**src/rtl/port_rd_sram_matcher_pkg.sv**
```systemverilog
// Shared types, widths and the wrap-aware age compare for the per-port read matcher.
package port_rd_pkg;

  localparam int SRAM_NUM = 32;
  localparam int SRAM_W   = $clog2(SRAM_NUM);
  localparam int TS_W     = 16;
  localparam int AMT_W    = 9;
  localparam int TICK_W   = 8;

  typedef enum logic [1:0] {
    IDLE  = 2'd0,
    SCAN  = 2'd1,
    ISSUE = 2'd2,
    DONE  = 2'd3
  } state_e;

  // a is older than b when (a-b) mod 2^TS_W is negative; only sound while live stamps span < 2^(TS_W-1)
  function automatic logic ts_older(input logic [TS_W-1:0] a, input logic [TS_W-1:0] b);
    logic [TS_W-1:0] diff;
    diff = a - b;
    return diff[TS_W-1];
  endfunction

endpackage

```
**src/rtl/port_rd_sram_matcher_cmp.sv**
```systemverilog
// Combinational wrap-aware timestamp age compare; a_older=1 when a_ts is strictly older than b_ts.
module ts_age_cmp
  import port_rd_pkg::*;
(
  input  logic [TS_W-1:0] a_ts,
  input  logic [TS_W-1:0] b_ts,
  output logic            a_older
);

  assign a_older = ts_older(a_ts, b_ts);

endmodule

```
**src/rtl/port_rd_sram_matcher.sv**
```systemverilog
// Per-port read matcher: finds the SRAM holding this port's oldest head packet and issues a held read.
// Optional feature: define RD_ORDER_CHECK_EN to flag reads issued out of arrival order on order_err.
module port_rd_sram_matcher
  import port_rd_pkg::*;
(
  input  logic              clk,
  input  logic              rst,
  input  logic [4:0]        match_threshold,
  input  logic              rd_ready,
  input  logic [SRAM_W-1:0] matching_sram,
  input  logic [AMT_W-1:0]  packet_amount,
  input  logic [TS_W-1:0]   head_ts,
  input  logic              rd_ack,
  output logic              rd_req,
  output logic [SRAM_W-1:0] rd_sram,
  output logic              rd_done,
  output logic              busy,
  output logic              order_err
);

  state_e              state_q, state_d;
  logic [TICK_W-1:0]   tick_q, tick_d;
  logic                found_q, found_d;
  logic [SRAM_W-1:0]   best_sram_q, best_sram_d;
  logic [TS_W-1:0]     best_ts_q, best_ts_d;
  logic                rd_req_q, rd_req_d;
  logic [SRAM_W-1:0]   rd_sram_q, rd_sram_d;
  logic                rd_done_q, rd_done_d;
  logic                head_older;
  logic                candidate;

  ts_age_cmp u_scan_cmp (
    .a_ts    (head_ts),
    .b_ts    (best_ts_q),
    .a_older (head_older)
  );

  // Equal stamps are not older, so the first SRAM scanned keeps the slot on a tie
  assign candidate = (packet_amount != '0) && (!found_q || head_older);

  always_comb begin
    state_d     = state_q;
    tick_d      = tick_q;
    found_d     = found_q;
    best_sram_d = best_sram_q;
    best_ts_d   = best_ts_q;
    rd_req_d    = rd_req_q;
    rd_sram_d   = rd_sram_q;
    rd_done_d   = 1'b0;
    unique case (state_q)
      IDLE: begin
        tick_d   = '0;
        found_d  = 1'b0;
        rd_req_d = 1'b0;
        if (rd_ready) begin
          state_d = SCAN;
        end
      end
      SCAN: begin
        if (!rd_ready) begin
          state_d = IDLE;
          found_d = 1'b0;
          tick_d  = '0;
        end else begin
          if (candidate) begin
            best_sram_d = matching_sram;
            best_ts_d   = head_ts;
            found_d     = 1'b1;
          end
          if (tick_q != {TICK_W{1'b1}}) begin
            tick_d = tick_q + 1'b1;
          end
          // The exit decision sees this cycle's candidate and the pre-increment tick
          if (found_d && (tick_q >= {{(TICK_W-5){1'b0}}, match_threshold})) begin
            state_d   = ISSUE;
            rd_req_d  = 1'b1;
            rd_sram_d = best_sram_d;
          end
        end
      end
      ISSUE: begin
        if (rd_ack) begin
          state_d   = DONE;
          rd_req_d  = 1'b0;
          rd_done_d = 1'b1;
        end
      end
      DONE: begin
        state_d = IDLE;
      end
      default: begin
        state_d = IDLE;
      end
    endcase
  end

  always_ff @(posedge clk or posedge rst) begin
    if (rst) begin
      state_q     <= IDLE;
      tick_q      <= '0;
      found_q     <= 1'b0;
      best_sram_q <= '0;
      best_ts_q   <= '0;
      rd_req_q    <= 1'b0;
      rd_sram_q   <= '0;
      rd_done_q   <= 1'b0;
    end else begin
      state_q     <= state_d;
      tick_q      <= tick_d;
      found_q     <= found_d;
      best_sram_q <= best_sram_d;
      best_ts_q   <= best_ts_d;
      rd_req_q    <= rd_req_d;
      rd_sram_q   <= rd_sram_d;
      rd_done_q   <= rd_done_d;
    end
  end

  assign rd_req  = rd_req_q;
  assign rd_sram = rd_sram_q;
  assign rd_done = rd_done_q;
  assign busy    = (state_q != IDLE);

`ifdef RD_ORDER_CHECK_EN
  logic              handshake;
  logic              best_older_last;
  logic [TS_W-1:0]   last_ts_q, last_ts_d;
  logic              last_valid_q, last_valid_d;
  logic              order_err_q, order_err_d;

  assign handshake = (state_q == ISSUE) && rd_ack;

  ts_age_cmp u_order_cmp (
    .a_ts    (best_ts_q),
    .b_ts    (last_ts_q),
    .a_older (best_older_last)
  );

  // best_ts_q still holds the stamp of the SRAM being read when the handshake lands
  always_comb begin
    last_ts_d    = last_ts_q;
    last_valid_d = last_valid_q;
    order_err_d  = 1'b0;
    if (handshake) begin
      order_err_d  = last_valid_q && best_older_last;
      last_ts_d    = best_ts_q;
      last_valid_d = 1'b1;
    end
  end

  always_ff @(posedge clk or posedge rst) begin
    if (rst) begin
      last_ts_q    <= '0;
      last_valid_q <= 1'b0;
      order_err_q  <= 1'b0;
    end else begin
      last_ts_q    <= last_ts_d;
      last_valid_q <= last_valid_d;
      order_err_q  <= order_err_d;
    end
  end

  assign order_err = order_err_q;
`else
  assign order_err = 1'b0;
`endif

endmodule

```
**config.mk**
```make
export PLATFORM = sky130hd
export DESIGN_NAME = port_rd_sram_matcher
export DESIGN_NICKNAME = d
export VERILOG_FILES = /design/src/rtl/port_rd_sram_matcher_pkg.sv /design/src/rtl/port_rd_sram_matcher_cmp.sv /design/src/rtl/port_rd_sram_matcher.sv
export SDC_FILE = /design/constraint.sdc
export NUM_CORES = 1
export LEC_CHECK = 0
export ABC_CLOCK_PERIOD_IN_PS = 3200
export BUFFER_PORTS_ARGS = -buffer_cell sky130_fd_sc_hd__buf_4
export CAP_MARGIN = 20
export CORE_MARGIN = 2
export CORE_UTILIZATION = 50
export CTS_BUF_LIST = sky130_fd_sc_hd__clkbuf_2
export CTS_CLUSTER_SIZE = 28
export DETAILED_ROUTE_END_ITERATION = 8
export GPL_ROUTABILITY_DRIVEN = 0
export PLACE_DENSITY = 0.8
export SLEW_MARGIN = 20
export SYNTH_ARGS = -nofsm -noshare
export SYNTH_HDL_FRONTEND = slang
export SYNTH_SLANG_ARGS = --single-unit
```
**constraint.sdc**
```tcl
create_clock -name clk -period 3.2 [get_ports clk]
set_input_delay 0.96 -clock clk [delete_from_list [all_inputs] [get_ports clk]]
set_output_delay 0.96 -clock clk [all_outputs]
set_load 0.03 [all_outputs]
```
==> results.yml <==
clock_tree:
  root_buffer: "clkbuf_2"
  numCtsBuffers: 5
  postCtsHoldBufs: 0
  htreeDepth: 2
  clk_pin_slew_ns: 0.20
  worstSkewPairLatency_ns: 0.41
  clock_path_buffers: 2
  clock-sinks: 39
  cts_tree: "built"
  post_cts_buffers: 0
  ctsResizeCount: 0
detailed_routing:
  via_per_inst: 5.370
  vias: 1729
  antenna_left: 0
  drtIter0Drc: 61
  wl_per_cell_um: 13.82
  drc: 0
  routed_wl_um: 4451
  drt_first_pass_iters: 4
finish:
  diodes: 0
  drive_gt1_frac: 0.3148
  nFillCells: 372
  stdcell_area_mm2: 0.002839
  synthToLayoutAreaGrowth_pct: 21.66
  fin_nets: 328
floorplan:
  die_y_um: 72.32
  start_util: 0.5286
  die_width_um: 72.32
  die-area_mm2: 0.005229
  rows: 24
  core_mm2: 0.004414
  ioPinCount: 48
synthesis:
  synth_cell_types: 42
  synthMuxAreaShare: 0.1378
  synth_nets: 275
  ys_seq_elements: 39
  syn_area_per_cell_um2: 10.80
  synth-simple-area-share: 0.1137
  synth_top_family_by_area: "compound AO/OA/AOI/OAI gates"
  synth_compound_area_frac: 0.1475
  synth_area_mm2: 0.002333
  synth_top_area_frac: 0.4182
  netlist_instances: 216
  ys.flop_type: "dfrtp_1"
  synth_most_common_cell: "dfrtp_1"
  async_reset_ff_frac: 1.000
  yosysWarnings: 0
  synth_area_leader_cell: "dfrtp_1"
  synth-xor-area-share: 0.01877
  yosys-top-cells-count: "dfrtp_1, inv_1, ha_1, mux2_4, nand2_1"
  synth_edf_count: 0
  synth_fa_ha_area_frac: 0.1072
  netlist_top_cells_area: "dfrtp_1, mux2_4, ha_1"
  ys_seq_area_frac: 0.4182
worst_setup_path:
  crit_family: "compound AO/OA/AOI/OAI gates"
  cp_slowest_stage_delay_ns: 0.36
  critPathLaunchType: "input pin"
  path_max_fanout: 11
  crit_type: "in2reg"
  crit_slowest_cell: "mux2_2"
  path_buf_inv: 2
  crit_top_cell: "buf_4"
  end_kind: "flip-flop"
  cp.arrival_ns: 3.05
  path_cells: "buf_4 > ha_1 > a21o_1 > a31oi_1 > o21bai_1 > a41o_1 > nor4_4 > buf_4 > mux2_2"
  crit_required_ns: 3.51
sta:
  slew_headroom: 0.4923
  fin_worst_skew_ns: 0.01442
  worst_slew_pin_slew_ns: 0.7601
  finalHoldViolCount: 0
  setup_ws_ns: 0.4662
  fmaxAchievable_mhz: 365.8
  drv_slew: 0
  rsz0062_at_grt: "no"
  min_period_ns: 2.734
  setup_viol: 0
  final.setup.tns_ns: 0
  timing.final.crit_share: 0.8543
  whs_ns: 0.5184
place:
  post-place-ws_ns: 0.001025
  port_buffers: 46
  dp_hpwl_um: 3324
  place_area_mm2: 0.002746
worst_hold_path:
  hp-class: "reg2reg"
global_route:
  grt_start_max_net_pins: 40
  grtUsageTotal: 0.1914
  grt_busiest_layer: "met2"
  met1_usage: 0.2662
  use_met3: 0.04583
  grtUsageMet2: 0.2987
  overflow: 0
  grt_pass1_wl_um: 7783
  antenna_found_initial: 0
  grt_pass1_vias: 1731
power_and_ir_drop:
  cellLeakagePower_nw: 1.450
  total_power_mw: 1.585
  power_density_mw_per_mm2: 558.3
  vdd_ir_drop_max_uv: 287.0
run:
  maxCapViolations: 0
run_status:
  outcome: "complete, no violations"
[final timing paths]
path / start / endpoint / slack, ns / depth (start not counted)
setup reg to reg: best_ts_q[2]$_DFFE_PP0P_ / best_ts_q[2]$_DFFE_PP0P_ / 0.70 / 9
hold reg to reg: rd_req$_DFFE_PP0P_ / rd_req$_DFFE_PP0P_ / 0.52 / 1
max in group asynchronous: rst / best_ts_q[14]$_DFFE_PP0P_ / 2.21 / 3
min in group asynchronous: rst / tick_q[1]$_DFFE_PP0P_ / 0.63 / 3
setup / recovery: head_ts[2] / best_ts_q[2]$_DFFE_PP0P_ / 0.47 / 9
hold / removal: rd_req$_DFFE_PP0P_ / rd_req$_DFFE_PP0P_ / 0.52 / 1
[report_power, final]
part	internal (mW)	leakage, nW	switching, mW
registers	0.599	0.486	0.0664
logic	0.292	0.915	0.242
clock network	0.210	0.0492	0.175
total	1.10	1.45	0.484
[placed cells by master (no fill, tap or decap), types with 3 or more instances in the layout]
cell,instances
xnor2_1,4
o22a_1,5
inv_1,23
o31ai_1,6
a21oi_1,9
nor2_1,10
o21ai_0,5
ha_1,20
a21o_1,3
nand3_1,7
buf_4,52
nand4_1,3
mux2_4,20
clkbuf_2,5
nand2_1,18
dfrtp_1,39
o31a_1,5
o21bai_1,3
o21a_1,3
[stage by stage]
| stage | util | cells |
|---|---|---|
| after floorplan | - | 216 |
| after global placement | 0.6222 | 314 |
| after detailed placement | 0.6222 | 314 |
| after CTS | 0.6431 | 322 |
| after global routing | 0.6431 | 322 |
| final | 0.6431 | 322 |
[area by class of cell]
type / instances / area, um^2 / area share
Clock buffer: 5 / 25.02 / 0.008814
Tap cell: 52 / 65.06 / 0.02292
Timing Repair Buffer: 52 / 390.4 / 0.1375
Multi-Input combinational cell: 148 / 1229 / 0.4328
Sequential cell: 39 / 975.9 / 0.3438
Clock inverter: 3 / 67.56 / 0.02380
Inverter: 23 / 86.33 / 0.03041
[flip-flops by register name, indices dropped and copies added, names as in the netlist, named ones only]
register	count
state_q	1
best_sram_q	5
rd_req	1
best_ts_q	16
rd_sram	5
found_q	1
tick_q	8
rd_done	1
[routing by layer]
| layer | vias up | share of wire | routed length (um) |
|---|---|---|---|
| li1 | 876 | - | - |
| met1 | 808 | 0.49 | 2167 |
| met2 | 40 | 0.45 | 2017 |
| met3 | 5 | 0.049 | 219 |
| met4 | 0 | 0.010 | 46 |
| met5 | - | 0 | 0 |
[cell families (layout without fill, tap and decap cells)]
group,Yosys count,in the layout
AO/OA/AOI/OAI,48,48
XOR/XNOR,5,5
adder cells (fa/ha/maj),20,20
buffers and inverters,29,83
flip-flops,39,39
multiplexers,22,22
other,1,1
AND/OR/NAND/NOR,52,52
[worst reg2reg max path: stages (launching register included)]
cell      delay, ns
dfrtp_1        0.40
inv_1          0.05
ha_1           0.29
a21o_1         0.18
a31oi_1        0.15
o21bai_1       0.14
a41o_1         0.29
nor4_4         0.27
buf_4          0.28
mux2_2         0.37
Note: power is estimated with default switching activity, not from simulation.
